`src/rtl/reduceron_io_ctrl_if.sv`:
```
// -----------------------------------------------------------------------------
// reduceron_io_ctrl_if
// Core-side IO bus between the Reduceron core and reduceron_io_ctrl.
//   ioaddr      15  IO address, valid with a strobe
//   iowrite      1  one-cycle write strobe
//   ioread       1  one-cycle read strobe
//   iowd        15  write data
//   iord        15  read data back to the core
//   iord_valid   1  one-cycle pulse, iord valid
//   io_stall     1  core must not strobe while high
// master = core side, slave = IO controller side.
// -----------------------------------------------------------------------------
interface reduceron_io_ctrl_if;
   logic [14:0] ioaddr;
   logic        iowrite;
   logic        ioread;
   logic [14:0] iowd;
   logic [14:0] iord;
   logic        iord_valid;
   logic        io_stall;

   modport master (
      output ioaddr, iowrite, ioread, iowd,
      input  iord, iord_valid, io_stall
   );

   modport slave (
      input  ioaddr, iowrite, ioread, iowd,
      output iord, iord_valid, io_stall
   );
endinterface

```
`src/rtl/reduceron_io_ctrl.sv`:
```
// -----------------------------------------------------------------------------
// reduceron_io_ctrl
// Bridges the Reduceron core IO port to a byte-wide TX sink and RX source.
// Writes to address 0 are buffered in a TX FIFO; address 1 is a blocking RX
// read; address 2 returns {rx_valid, tx_full}. When a write meets a full FIFO
// or a read finds no RX byte, the controller stalls the core until the
// operation can complete.
//
// Ports:
//   clock, reset        rising-edge clock, synchronous active-high reset
//   core (slave)        core IO bus (see reduceron_io_ctrl_if)
//   tx_data/tx_valid    FIFO head byte / FIFO non-empty
//   tx_ready            head consumed when tx_valid & tx_ready
//   rx_data/rx_valid    received byte / byte available
//   rx_ready            byte consumed when rx_valid & rx_ready
//
// Optional build macro IO_STALL_COUNT_EN: adds a 16-bit saturating counter of
// stalled cycles, readable (low 15 bits) and clearable at address 3. Without
// it, address 3 is unmapped.
// -----------------------------------------------------------------------------
module reduceron_io_ctrl #(
   parameter int TX_DEPTH = 16,
   parameter int TX_AW    = 4
) (
   input  logic                   clock,
   input  logic                   reset,
   reduceron_io_ctrl_if.slave     core,
   output logic [7:0]             tx_data,
   output logic                   tx_valid,
   input  logic                   tx_ready,
   input  logic [7:0]             rx_data,
   input  logic                   rx_valid,
   output logic                   rx_ready
);

   typedef enum logic [1:0] {IDLE, TX_WAIT, RX_WAIT} state_t;

   localparam logic [TX_AW:0] DEPTH = (TX_AW+1)'(TX_DEPTH);

   state_t            state, state_nxt;

   logic [7:0]        mem [TX_DEPTH];
   logic [TX_AW-1:0]  wptr, rptr;
   logic [TX_AW:0]    count;
   logic              tx_full;
   logic              push, pop;
   logic [7:0]        push_byte;

   logic [7:0]        pend_byte;
   logic              pend_ld;

   logic [14:0]       iord_r;
   logic              iord_valid_r;
   logic              rd_ld;
   logic [14:0]       rd_word;
   logic              stall;

`ifdef IO_STALL_COUNT_EN
   logic [15:0]       stall_cnt;
   logic              cnt_clr;
`endif

   assign stall           = (state != IDLE);
   assign tx_full         = (count == DEPTH);
   assign tx_valid        = (count != '0);
   assign tx_data         = mem[rptr];
   assign pop             = tx_valid && tx_ready;
   assign core.io_stall   = stall;
   assign core.iord       = iord_r;
   assign core.iord_valid = iord_valid_r;

   // Next-state and per-cycle actions. Strobes are only looked at in IDLE,
   // which is exactly the io_stall=0 condition. A write strobe masks a read.
   always_comb begin
      state_nxt = state;
      push      = 1'b0;
      push_byte = 8'h00;
      pend_ld   = 1'b0;
      rx_ready  = 1'b0;
      rd_ld     = 1'b0;
      rd_word   = 15'h0000;
`ifdef IO_STALL_COUNT_EN
      cnt_clr   = 1'b0;
`endif
      case (state)
         IDLE: begin
            if (core.iowrite) begin
               if (core.ioaddr == 15'd0) begin
                  // Full-check uses the registered count: a pop this cycle
                  // does not rescue the write, it still goes to TX_WAIT.
                  if (!tx_full) begin
                     push      = 1'b1;
                     push_byte = core.iowd[7:0];
                  end else begin
                     pend_ld   = 1'b1;
                     state_nxt = TX_WAIT;
                  end
               end
`ifdef IO_STALL_COUNT_EN
               else if (core.ioaddr == 15'd3) begin
                  cnt_clr = 1'b1;
               end
`endif
            end else if (core.ioread) begin
               case (core.ioaddr)
                  15'd1: begin
                     if (rx_valid) begin
                        rx_ready = 1'b1;
                        rd_ld    = 1'b1;
                        rd_word  = {7'b0, rx_data};
                     end else begin
                        state_nxt = RX_WAIT;
                     end
                  end
                  15'd2: begin
                     rd_ld   = 1'b1;
                     rd_word = {13'b0, rx_valid, tx_full};
                  end
`ifdef IO_STALL_COUNT_EN
                  15'd3: begin
                     rd_ld   = 1'b1;
                     rd_word = stall_cnt[14:0];
                  end
`endif
                  default: begin
                     rd_ld = 1'b1;
                  end
               endcase
            end
         end
         TX_WAIT: begin
            if (!tx_full) begin
               push      = 1'b1;
               push_byte = pend_byte;
               state_nxt = IDLE;
            end
         end
         RX_WAIT: begin
            rx_ready = 1'b1;
            if (rx_valid) begin
               rd_ld     = 1'b1;
               rd_word   = {7'b0, rx_data};
               state_nxt = IDLE;
            end
         end
         default: begin
            state_nxt = IDLE;
         end
      endcase
   end

   // Control state: FSM, FIFO pointers/count, read port, pending byte
   always_ff @(posedge clock) begin
      if (reset) begin
         state        <= IDLE;
         wptr         <= '0;
         rptr         <= '0;
         count        <= '0;
         iord_r       <= 15'h0000;
         iord_valid_r <= 1'b0;
         pend_byte    <= 8'h00;
      end else begin
         state        <= state_nxt;
         iord_valid_r <= rd_ld;
         if (rd_ld) begin
            iord_r <= rd_word;
         end
         if (pend_ld) begin
            pend_byte <= core.iowd[7:0];
         end
         if (push) begin
            wptr <= wptr + 1'b1;
         end
         if (pop) begin
            rptr <= rptr + 1'b1;
         end
         case ({push, pop})
            2'b10:   count <= count + 1'b1;
            2'b01:   count <= count - 1'b1;
            default: count <= count;
         endcase
      end
   end

   // FIFO storage is data only and is left unreset
   always_ff @(posedge clock) begin
      if (push) begin
         mem[wptr] <= push_byte;
      end
   end

`ifdef IO_STALL_COUNT_EN
   // Saturating stall counter; sticks at 16'hFFFF until cleared
   always_ff @(posedge clock) begin
      if (reset || cnt_clr) begin
         stall_cnt <= 16'h0000;
      end else if (stall && (stall_cnt != 16'hFFFF)) begin
         stall_cnt <= stall_cnt + 16'h0001;
      end
   end
`endif

endmodule
```
`src/flat_wrapper.sv`:
```
// flat-port wrapper written by rule: the top's interface ports become plain ports
module reduceron_io_ctrl_flat 
#(
   parameter int TX_DEPTH = 16,
   parameter int TX_AW    = 4
)
  (clock, reset, tx_data, tx_valid, tx_ready, rx_data, rx_valid, rx_ready, core_ioaddr, core_iowrite, core_ioread, core_iowd, core_iord, core_iord_valid, core_io_stall);
  reduceron_io_ctrl_if core_i ();
  input  logic clock;
  input  logic reset;
  output logic [7:0] tx_data;
  output logic tx_valid;
  input  logic tx_ready;
  input  logic [7:0] rx_data;
  input  logic rx_valid;
  output logic rx_ready;
  input wire logic [$bits(core_i.ioaddr)-1:0] core_ioaddr;
  input wire logic [$bits(core_i.iowrite)-1:0] core_iowrite;
  input wire logic [$bits(core_i.ioread)-1:0] core_ioread;
  input wire logic [$bits(core_i.iowd)-1:0] core_iowd;
  output wire logic [$bits(core_i.iord)-1:0] core_iord;
  output wire logic [$bits(core_i.iord_valid)-1:0] core_iord_valid;
  output wire logic [$bits(core_i.io_stall)-1:0] core_io_stall;
  assign core_i.ioaddr = core_ioaddr;
  assign core_i.iowrite = core_iowrite;
  assign core_i.ioread = core_ioread;
  assign core_i.iowd = core_iowd;
  assign core_iord = core_i.iord;
  assign core_iord_valid = core_i.iord_valid;
  assign core_io_stall = core_i.io_stall;
  reduceron_io_ctrl #(.TX_DEPTH(TX_DEPTH), .TX_AW(TX_AW)) u_core (.clock(clock), .reset(reset), .core(core_i), .tx_data(tx_data), .tx_valid(tx_valid), .tx_ready(tx_ready), .rx_data(rx_data), .rx_valid(rx_valid), .rx_ready(rx_ready));
endmodule
```
`config.mk`:
```
export PLATFORM = sky130hd
export DESIGN_NAME = reduceron_io_ctrl_flat
export DESIGN_NICKNAME = d
export VERILOG_FILES = /design/src/rtl/reduceron_io_ctrl_if.sv /design/src/rtl/reduceron_io_ctrl.sv /design/src/flat_wrapper.sv
export SDC_FILE = /design/constraint.sdc
export NUM_CORES = 1
export LEC_CHECK = 0
export BUFFER_PORTS_ARGS = -buffer_cell sky130_fd_sc_hd__buf_2
export CORE_AREA = 2 2 126 128
export CTS_CLUSTER_DIAMETER = 60
export DETAILED_ROUTE_END_ITERATION = 7
export DIE_AREA = 0 0 128 130
export PLACE_DENSITY = 0.74
export SYNTH_ARGS = -nofsm -noshare
export SYNTH_HDL_FRONTEND = slang
export SYNTH_SLANG_ARGS = --single-unit
export TNS_END_PERCENT = 30
```
`constraint.sdc`:
```
create_clock -name clock -period 3.8 [get_ports clock]
set_input_delay 0.57 -clock clock [delete_from_list [all_inputs] [get_ports clock]]
set_output_delay 0.57 -clock clock [all_outputs]
set_load 0.005 [all_outputs]
```
==> results of run 1 <==
-- registers in the layout, summed over array words and instances (netlist names), named ones only --
signal and count:
u_core.count 5, u_core.mem 128, u_core.rptr 4, u_core.pend_byte 8, u_core.core.iord_valid 1, u_core.core.iord 8
u_core.wptr 4, u_core.state 2
-- synthesized netlist by cell type, types with 8 or more instances --
library cell | number | area share [%]
edfxtp_1 | 128 | 57
mux4_2 | 40 | 13
dfxtp_1 | 36 | 11
nor2_1 | 26 | 1.4
and3_1 | 17 | 1.6
a22o_1 | 14 | 1.8
mux2i_1 | 11 | 1.6
a21oi_1 | 10 | 0.74
inv_1 | 10 | 0.55
clkbuf_1 | 9 | 0.50
ha_1 | 9 | 1.7
buf_4 | 8 | 0.88
-- worst register-to-register path: stages, from the launching register on --
cell and delay [ns]:
dfxtp_1 0.51, nor4_4 0.12, a21boi_1 0.65, ha_1 0.45, xor2_1 0.11, ha_1 0.22
a211o_1 0.28, a21oi_1 0.15, a221oi_1 0.07, or3_1 0.32, a21oi_1 0.15
-- through the flow --
step	area, um2	total power, mW	std cells
2_1_floorplan	6820	1.97	402
3_3_place_gp	7240	1.99	629
3_5_place_dp	7240	1.99	629
4_1_cts	7810	3.65	661
5_1_grt	7810	3.73	661
6_report	7810	3.62	661
-- per-layer routing --
layer  part of all wire (%)  vias up  routed length, um  GRT usage (%)
met5                      0        -                  0              0
met2                     48      127               5980           25.6
met1                     45     1834               5570           21.3
met3                    5.7       13                711           4.14
li1                       -     1680                  -              -
met4                   0.94        0                116           5.82
-- final cells by class --
class | count | area share [%]
clock buffers | 21 | 5.64
clock inverters | 11 | 1.73
inverters | 10 | 0.480
multi-input cells | 203 | 26.7
flip-flops and latches | 164 | 58.4
well taps | 192 | 3.07
repair buffers | 60 | 3.97
-- how the worst max path moves through the flow --
stage / slack (ns) / cells past startpoint / endpoint
2_1_floorplan: 0.52 / 13 / u_core.count[4]
3_3_place_gp: 0.50 / 13 / u_core.count[4]
3_5_place_dp: 0.39 / 13 / u_core.count[4]
4_1_cts: 0.65 / 4 / tx_data[7]
5_1_grt: 0.49 / 10 / u_core.count[4]
6_report: 0.70 / 10 / u_core.count[4]
-- power groups by stage --
stage               sequential [mW]  combinational (mW)  clock [mW]
floorplan                      1.95              0.0223           0
finish                         1.91              0.0457        1.67
global route                   1.91              0.0502        1.77
global placement               1.95              0.0444           0
detailed placement             1.95              0.0455           0
CTS                            1.91              0.0457        1.70
-- logic make-up after synthesis --
group | after synthesis | share of synthesized area [%]
muxes | 51 | 14.9
other | 1 | 0.0551
DFF | 164 | 67.1
xor gates and xnor gates | 8 | 1.03
buffers and inverters | 35 | 2.58
and+or+nand+nor | 82 | 7.30
AOI/OAI and AO/OA | 46 | 5.39
adders and majority gates | 9 | 1.66
==> impl_metrics.ini, run 1 <==
[final_layout]
fill_cells = 1287
final_cell_mix = 128 x edfxtp_1, 56 x buf_2, 40 x mux4_2, 35 x dfxtp_1, 26 x nor2_1
final_core_util_pct = 50.6
nets = 509
diodes = 0
areaGrowthSynthToFinish_pct = 14.9
multi_input_area_um2 = 2080
drive_above_1_share_pct = 29.0
seq_area_um2 = 4570
layout_commonest_cell = edfxtp_1

[detailed_routing]
routed_wl_um = 12400
antenna_left = 0
viasPerCell = 5.53
dr.pass1.iters = 4
wl_per_cell_um = 18.7
drtIter0Drc = 359
drc = 0
dr_total_vias = 3654

[hold_path]
min_delay_path_depth = 2
holdPathEnd = u_core.core.iord[6]
hold_start = rx_data[6]
min_path_type = input pin to register

[power]
leakagePower_nw = 2.86
power_frac_seq_pct = 52.7
vdd_ir_drop_max_mv = 0.313
p_sw_mw = 0.672
p_comb_share_pct = 1.3
netSwitchingFraction_pct = 18.5
cellPowerDensity_nw_per_um2 = 464
p_int_mw = 2.95
clkPwrFrac_pct = 46.1

[clocking]
cts_resized = 0
clock_path_buffers = 2
cts_tree = done
clk_pin_slew_ns = 0.06
numCtsBuffers = 17
clock-sinks = 164
post_cts.repair.setup_buffers = 0
clock_latency_ns = 0.42
htreeDepth = 4
hold_buffers = 0
clockRootBuffer = clkbuf_16

[timing]
tightest_slew_ns = 0.773
finClkSkew_ns = 0.00732
hold_viol_final = 0
slew_headroom_pct = 48.4
min_period_ns = 3.10
rsz0062_at_grt = no
period_share_pct = 81.6
drv_slew = 0
final.setup.worst_slack_ns = 0.698
fmax_mhz = 322
tns_ns = 0
fin_hold_ws_ns = 0.364
finalSetupViolCount = 0

[setup_path]
crit_type = register to register
worstSetupStartpoint = u_core.count[2]
worstPathArrival_ns = 3.45
cp_cell_sequence = nor4_4, a21boi_1, ha_1, xor2_1, ha_1, a211o_1, a21oi_1, a221oi_1, or3_1, a21oi_1
crit_family = compound AO/OA/AOI/OAI gates
rrSetupSlack_ns = 0.70
critPathLaunchType = register
cpPeakStageDelay_ns = 0.65
timing.rr.end = u_core.count[4]
cp.required_ns = 4.15
cpMaxStageDelayCell = a21boi_1
r2r_cells = 10
rr_startpoint = u_core.count[2]
cp-end-kind = register
crit_buf_inv = 0
critical_path.max_fanout = 8

[floorplanning]
start_util_pct = 44.1
ioPinCount = 71
rows = 46
die_w_um = 128
die-area_um2 = 16600
die_h_um = 130
core_um2 = 15400

[synthesis]
yosysWarnings = 0
synth_seq_area_share_pct = 67.1
synth_cells = 396
synth.distinct_cells = 48
synth-main-ff-cell = edfxtp_1
synth-seq-cells = 164
avgSynthCellArea_um2 = 17.2
async_reset_ff_share_pct = 0
synth-edff-count = 128
mappedNetlistArea_um2 = 6800

[global_routing]
grt_pass1_vias = 3675
grt_pass1_wl_um = 19700
grt_max_degree = 33
grt_usage_pct = 15.9
grt_overflow = 0
antenna_found_initial = 0

[placed_design]
pre_cts_ws_ns = 0.393
routabilityCongestion = 0.792
place_hpwl_um = 8380
io_buffers = 56

[run_status]
status = finished, final reports clean

[run]
cap_violations = 0
Power figures use the tool's default switching activity.
==> inputs of run 2 (changes only) <==
clock period = 2.9 ns   (was 3.8 ns; I/O delays follow)
==> impl_metrics.ini, run 2 (same netlist as run 1, synthesis figures left out) <==
[run_status]
status = finished, final reports clean

[floorplanning]
start_util_pct = 44.1
core_um2 = 15400
ioPinCount = 71
rows = 46
die-area_um2 = 16600
die_h_um = 130
die_w_um = 128

[final_layout]
largest_register_ffs = 128
areaGrowthSynthToFinish_pct = 16.4
top_register = u_core.mem
final_cell_mix = 128 x edfxtp_1, 56 x buf_2, 40 x mux4_2, 35 x dfxtp_1, 26 x nor2_1
instances_no_fill = 665
final_area_um2 = 7910
diodes = 0
nets = 513
layout_commonest_cell = edfxtp_1
drive_above_1_share_pct = 31.1

[global_routing]
grt_max_degree = 33
grt_pass1_vias = 3819
grt_overflow = 0
grt_usage_pct = 16.6
antenna_found_initial = 0
grt_pass1_wl_um = 20400

[hold_path]
min_path_type = input pin to register
hold_start = rx_data[3]

[timing]
rsz0062_at_grt = no
period_share_pct = 92.4
fmax_mhz = 373
drv_slew = 0
hold_viol_final = 0
final.setup.worst_slack_ns = 0.221
min_period_ns = 2.68
finalSetupViolCount = 0
slew_headroom_pct = 52.9
fin_hold_ws_ns = 0.230
finClkSkew_ns = 0.0103
tightest_slew_ns = 0.706

[detailed_routing]
met3WireLength_um = 689
viasPerCell = 5.48
wl_per_cell_um = 19.2
antenna_left = 0
top_layer_used = met4
met2_length_um = 6260
routed_wl_um = 12800
drc = 0
dr_total_vias = 3645
drt-met1-wl_um = 5700
dr.pass1.iters = 5
drtIter0Drc = 338

[setup_path]
rrSetupSlack_ns = 0.23
timing.rr.end = u_core.count[4]
crit_end = tx_data[0]
cpPeakStageDelay_ns = 0.58
crit_buf_inv = 2
path_depth = 4
cpMaxStageDelayCell = mux4_2
crit_family = multiplexers
crit_type = register to output pin
r2r_cells = 12
critical_path.max_fanout = 32
path_common_cell = mux4_2
critPathLaunchType = register
rr_startpoint = u_core.state[1]
cp_cell_sequence = buf_12, mux4_2, mux4_2, buf_2
cp-end-kind = output pin
worstPathArrival_ns = 2.24
cp.required_ns = 2.47

[power]
vdd_ir_drop_max_mv = 0.490
cellPowerDensity_nw_per_um2 = 611
total_power_mw = 4.84
leakagePower_nw = 2.90

[clocking]
clock_latency_ns = 0.42
htreeDepth = 4
cts_tree = done
clock_path_buffers = 2
hold_buffers = 0
clockRootBuffer = clkbuf_16
cts_resized = 0
clock-sinks = 164
numCtsBuffers = 17
clk_pin_slew_ns = 0.06
post_cts.repair.setup_buffers = 0

[placed_design]
dpl_cell_area_um2 = 7310
place_hpwl_um = 8490
io_buffers = 56
pre_cts_ws_ns = -0.0664
dp_cells = 633
routabilityCongestion = 0.807

[run]
cap_violations = 0
[run 2: cell count changes in the layout (fill, tap and decap cells not counted), moves of 2 or more]
| cell | before | now |
|---|---|---|
| buf_4 | 4 | 7 |
| ha_1 | 9 | 7 |
| clkinv_1 | 3 | 0 |
| clkbuf_8 | 0 | 3 |
[run 2: final cells by class]
class,instances,area [um2]
Timing Repair Buffer,64,353
Fill cell,1250,7510
Clock inverter,8,124
Multi-Input combinational cell,203,2110
Tap cell,192,240
Inverter,10,37.5
Sequential cell,164,4570
Clock buffer,24,482
[run 2: how the worst min path moves through the flow]
stage | cells past startpoint | endpoint
final | 2 | u_core.core.iord[3]
after global routing | 2 | u_core.core.iord[4]
after CTS | 2 | u_core.core.iord[3]
after detailed placement | 1 | u_core.core.iord[3]
after global placement | 2 | u_core.core.iord[1]
after floorplan | 2 | u_core.pend_byte[0]
[run 2: worst reg2reg max path, cell delays in order, from the launching register on]
cell	delay [ns]
dfxtp_1	0.38
nor3_1	0.26
a21oi_1	0.15
a211oi_4	0.24
inv_2	0.08
ha_4	0.19
xor2_1	0.15
ha_2	0.20
a211o_1	0.26
a21oi_1	0.15
a221oi_1	0.08
or3_1	0.33
a21oi_1	0.13
[run 2: per-layer routing]
metal | track usage, % | vias to the layer above
met1 | 22.2 | 1825
met5 | 0 | -
li1 | - | 1693
met3 | 4.88 | 8
met2 | 26.5 | 119
met4 | 5.17 | 0
[run 2: per-stage QoR]
step	utilization, %	setup TNS [ns]
floorplan	-	-0.0379
finish	51.3	0
CTS	51.3	0
detailed placement	47.4	-0.0664
global route	51.3	0
global placement	47.4	0
[run 2: report_power, final]
group          switching, mW  total (mW)  internal, mW
clock                  0.853        2.27          1.42
sequential          0.000967        2.50          2.50
combinational         0.0350      0.0635        0.0285
==> inputs of run 3 (changes only) <==
CORE_AREA = 2 2 162 164   (was 2 2 126 128)
DIE_AREA = 0 0 164 166   (was 0 0 128 130)
PLACE_DENSITY = not set   (was 0.74)
RECOVER_POWER = 100   (was not set)
==> impl_metrics.ini, run 3 (same netlist as run 1, synthesis figures left out) <==
[timing]
period_share_pct = 93.7
finClkSkew_ns = 0.00918
fmax_mhz = 368
min_period_ns = 2.72
rsz0062_at_grt = no
slew_headroom_pct = 30.3
finalSetupViolCount = 0
drv_slew = 0
hold_viol_final = 0
tightest_slew_ns = 1.03

[clocking]
clockRootBuffer = clkbuf_16
clock-sinks = 164
cts_resized = 0
clock_latency_ns = 0.42
clock_path_buffers = 2
htreeDepth = 4
post_cts.repair.setup_buffers = 0
hold_buffers = 0
cts_tree = done
numCtsBuffers = 17
clk_pin_slew_ns = 0.06

[placed_design]
place_hpwl_um = 9330
io_buffers = 56
dp_cells = 778
routabilityCongestion = 0.800
dpl_cell_area_um2 = 7510

[detailed_routing]
routed_wl_um = 13300
drtIter0Drc = 236
viasPerCell = 4.51
antenna_left = 0
dr_total_vias = 3656
dr.pass1.iters = 4
drc = 0
wl_per_cell_um = 16.4

[setup_path]
critPathLaunchType = register
crit_type = register to output pin
cp-end-kind = output pin
worstPathArrival_ns = 2.28
critical_path.max_fanout = 10
cp_cell_sequence = buf_6, mux4_2, mux4_2, buf_2
cp.required_ns = 2.47
cpPeakStageDelay_ns = 0.55
crit_family = multiplexers
path_common_cell = mux4_2
cpMaxStageDelayCell = mux4_2
crit_buf_inv = 2

[final_layout]
largest_register_ffs = 128
areaGrowthSynthToFinish_pct = 18.3
instances_no_fill = 810
drive_above_1_share_pct = 27.4
nets = 515
final_cell_mix = 128 x edfxtp_1, 41 x buf_2, 40 x mux4_2, 35 x dfxtp_1, 26 x nor2_1
fill_cells = 2469
top_register = u_core.mem
layout_commonest_cell = edfxtp_1
final_core_util_pct = 31.4
diodes = 0
final_area_um2 = 8040

[global_routing]
grt_max_degree = 33
grt_usage_pct = 10.3
grt_overflow = 0
grt_pass1_wl_um = 21300
grt_pass1_vias = 3823
antenna_found_initial = 1

[floorplanning]
ioPinCount = 71
rows = 59
die_w_um = 164
core_um2 = 25600
die-area_um2 = 27200
die_h_um = 166
start_util_pct = 26.5

[run]
cap_violations = 0

[power]
vdd_ir_drop_max_mv = 0.413
total_power_mw = 4.86
cellPowerDensity_nw_per_um2 = 604
leakagePower_nw = 2.78

[run_status]
status = finished, final reports clean

[hold_path]
min_path_type = input pin to register
-- run 3: changes by cell type in the layout (fill, tap and decap cells not counted), moves of 2 or more --
cell | previous run | this run
buf_2 | 56 | 41
buf_4 | 7 | 5
clkbuf_1 | 4 | 19
clkbuf_8 | 3 | 0
inv_6 | 0 | 2
inv_8 | 0 | 2
-- run 3: layout make-up --
cell class                      instances  area (um2)  area share (%)
Clock inverter                         14         175            2.18
Tap cell                              335         419            5.21
Clock buffer                           18         429            5.34
Sequential cell                       164        4570            56.8
Inverter                               10        37.5           0.467
Timing Repair Buffer                   66         342            4.25
Multi-Input combinational cell        203        2070            25.8
-- run 3: layer usage --
| layer | routed length, um | track usage [%] |
|---|---|---|
| met1 | 5990 | 13.6 |
| met2 | 6340 | 16.2 |
| met3 | 778 | 2.85 |
| met4 | 160 | 3.55 |
| met5 | 11 | 0 |
-- run 3: final timing paths --
check	end	startpoint	slack [ns]	cells past startpoint
min	u_core.core.iord[7]	rx_data[7]	0.23	2
max	tx_data[6]	register	0.18	4
max reg2reg	u_core.count[4]	u_core.count[1]	0.23	10
min reg2reg	u_core.core.iord[5]	u_core.core.iord[5]	0.48	1
-- run 3: metrics by stage --
stage	worst slack (ns)	setup TNS, ns	hold WS [ns]
final	0.182	0	0.229
after global routing	0.0316	0	0.229
after CTS	0.0253	0	0.205
after detailed placement	-0.0888	-0.0888	0.460
after global placement	0.0226	0	0.455
after floorplan	-0.0379	-0.0379	0.461
-- run 3: power breakdown --
group	switching, mW	internal (mW)	leakage, nW
Sequential	0.000811	2.50	1.55
Combinational	0.0320	0.0265	0.942
Clock	0.932	1.37	0.288
Total	0.965	3.89	2.78
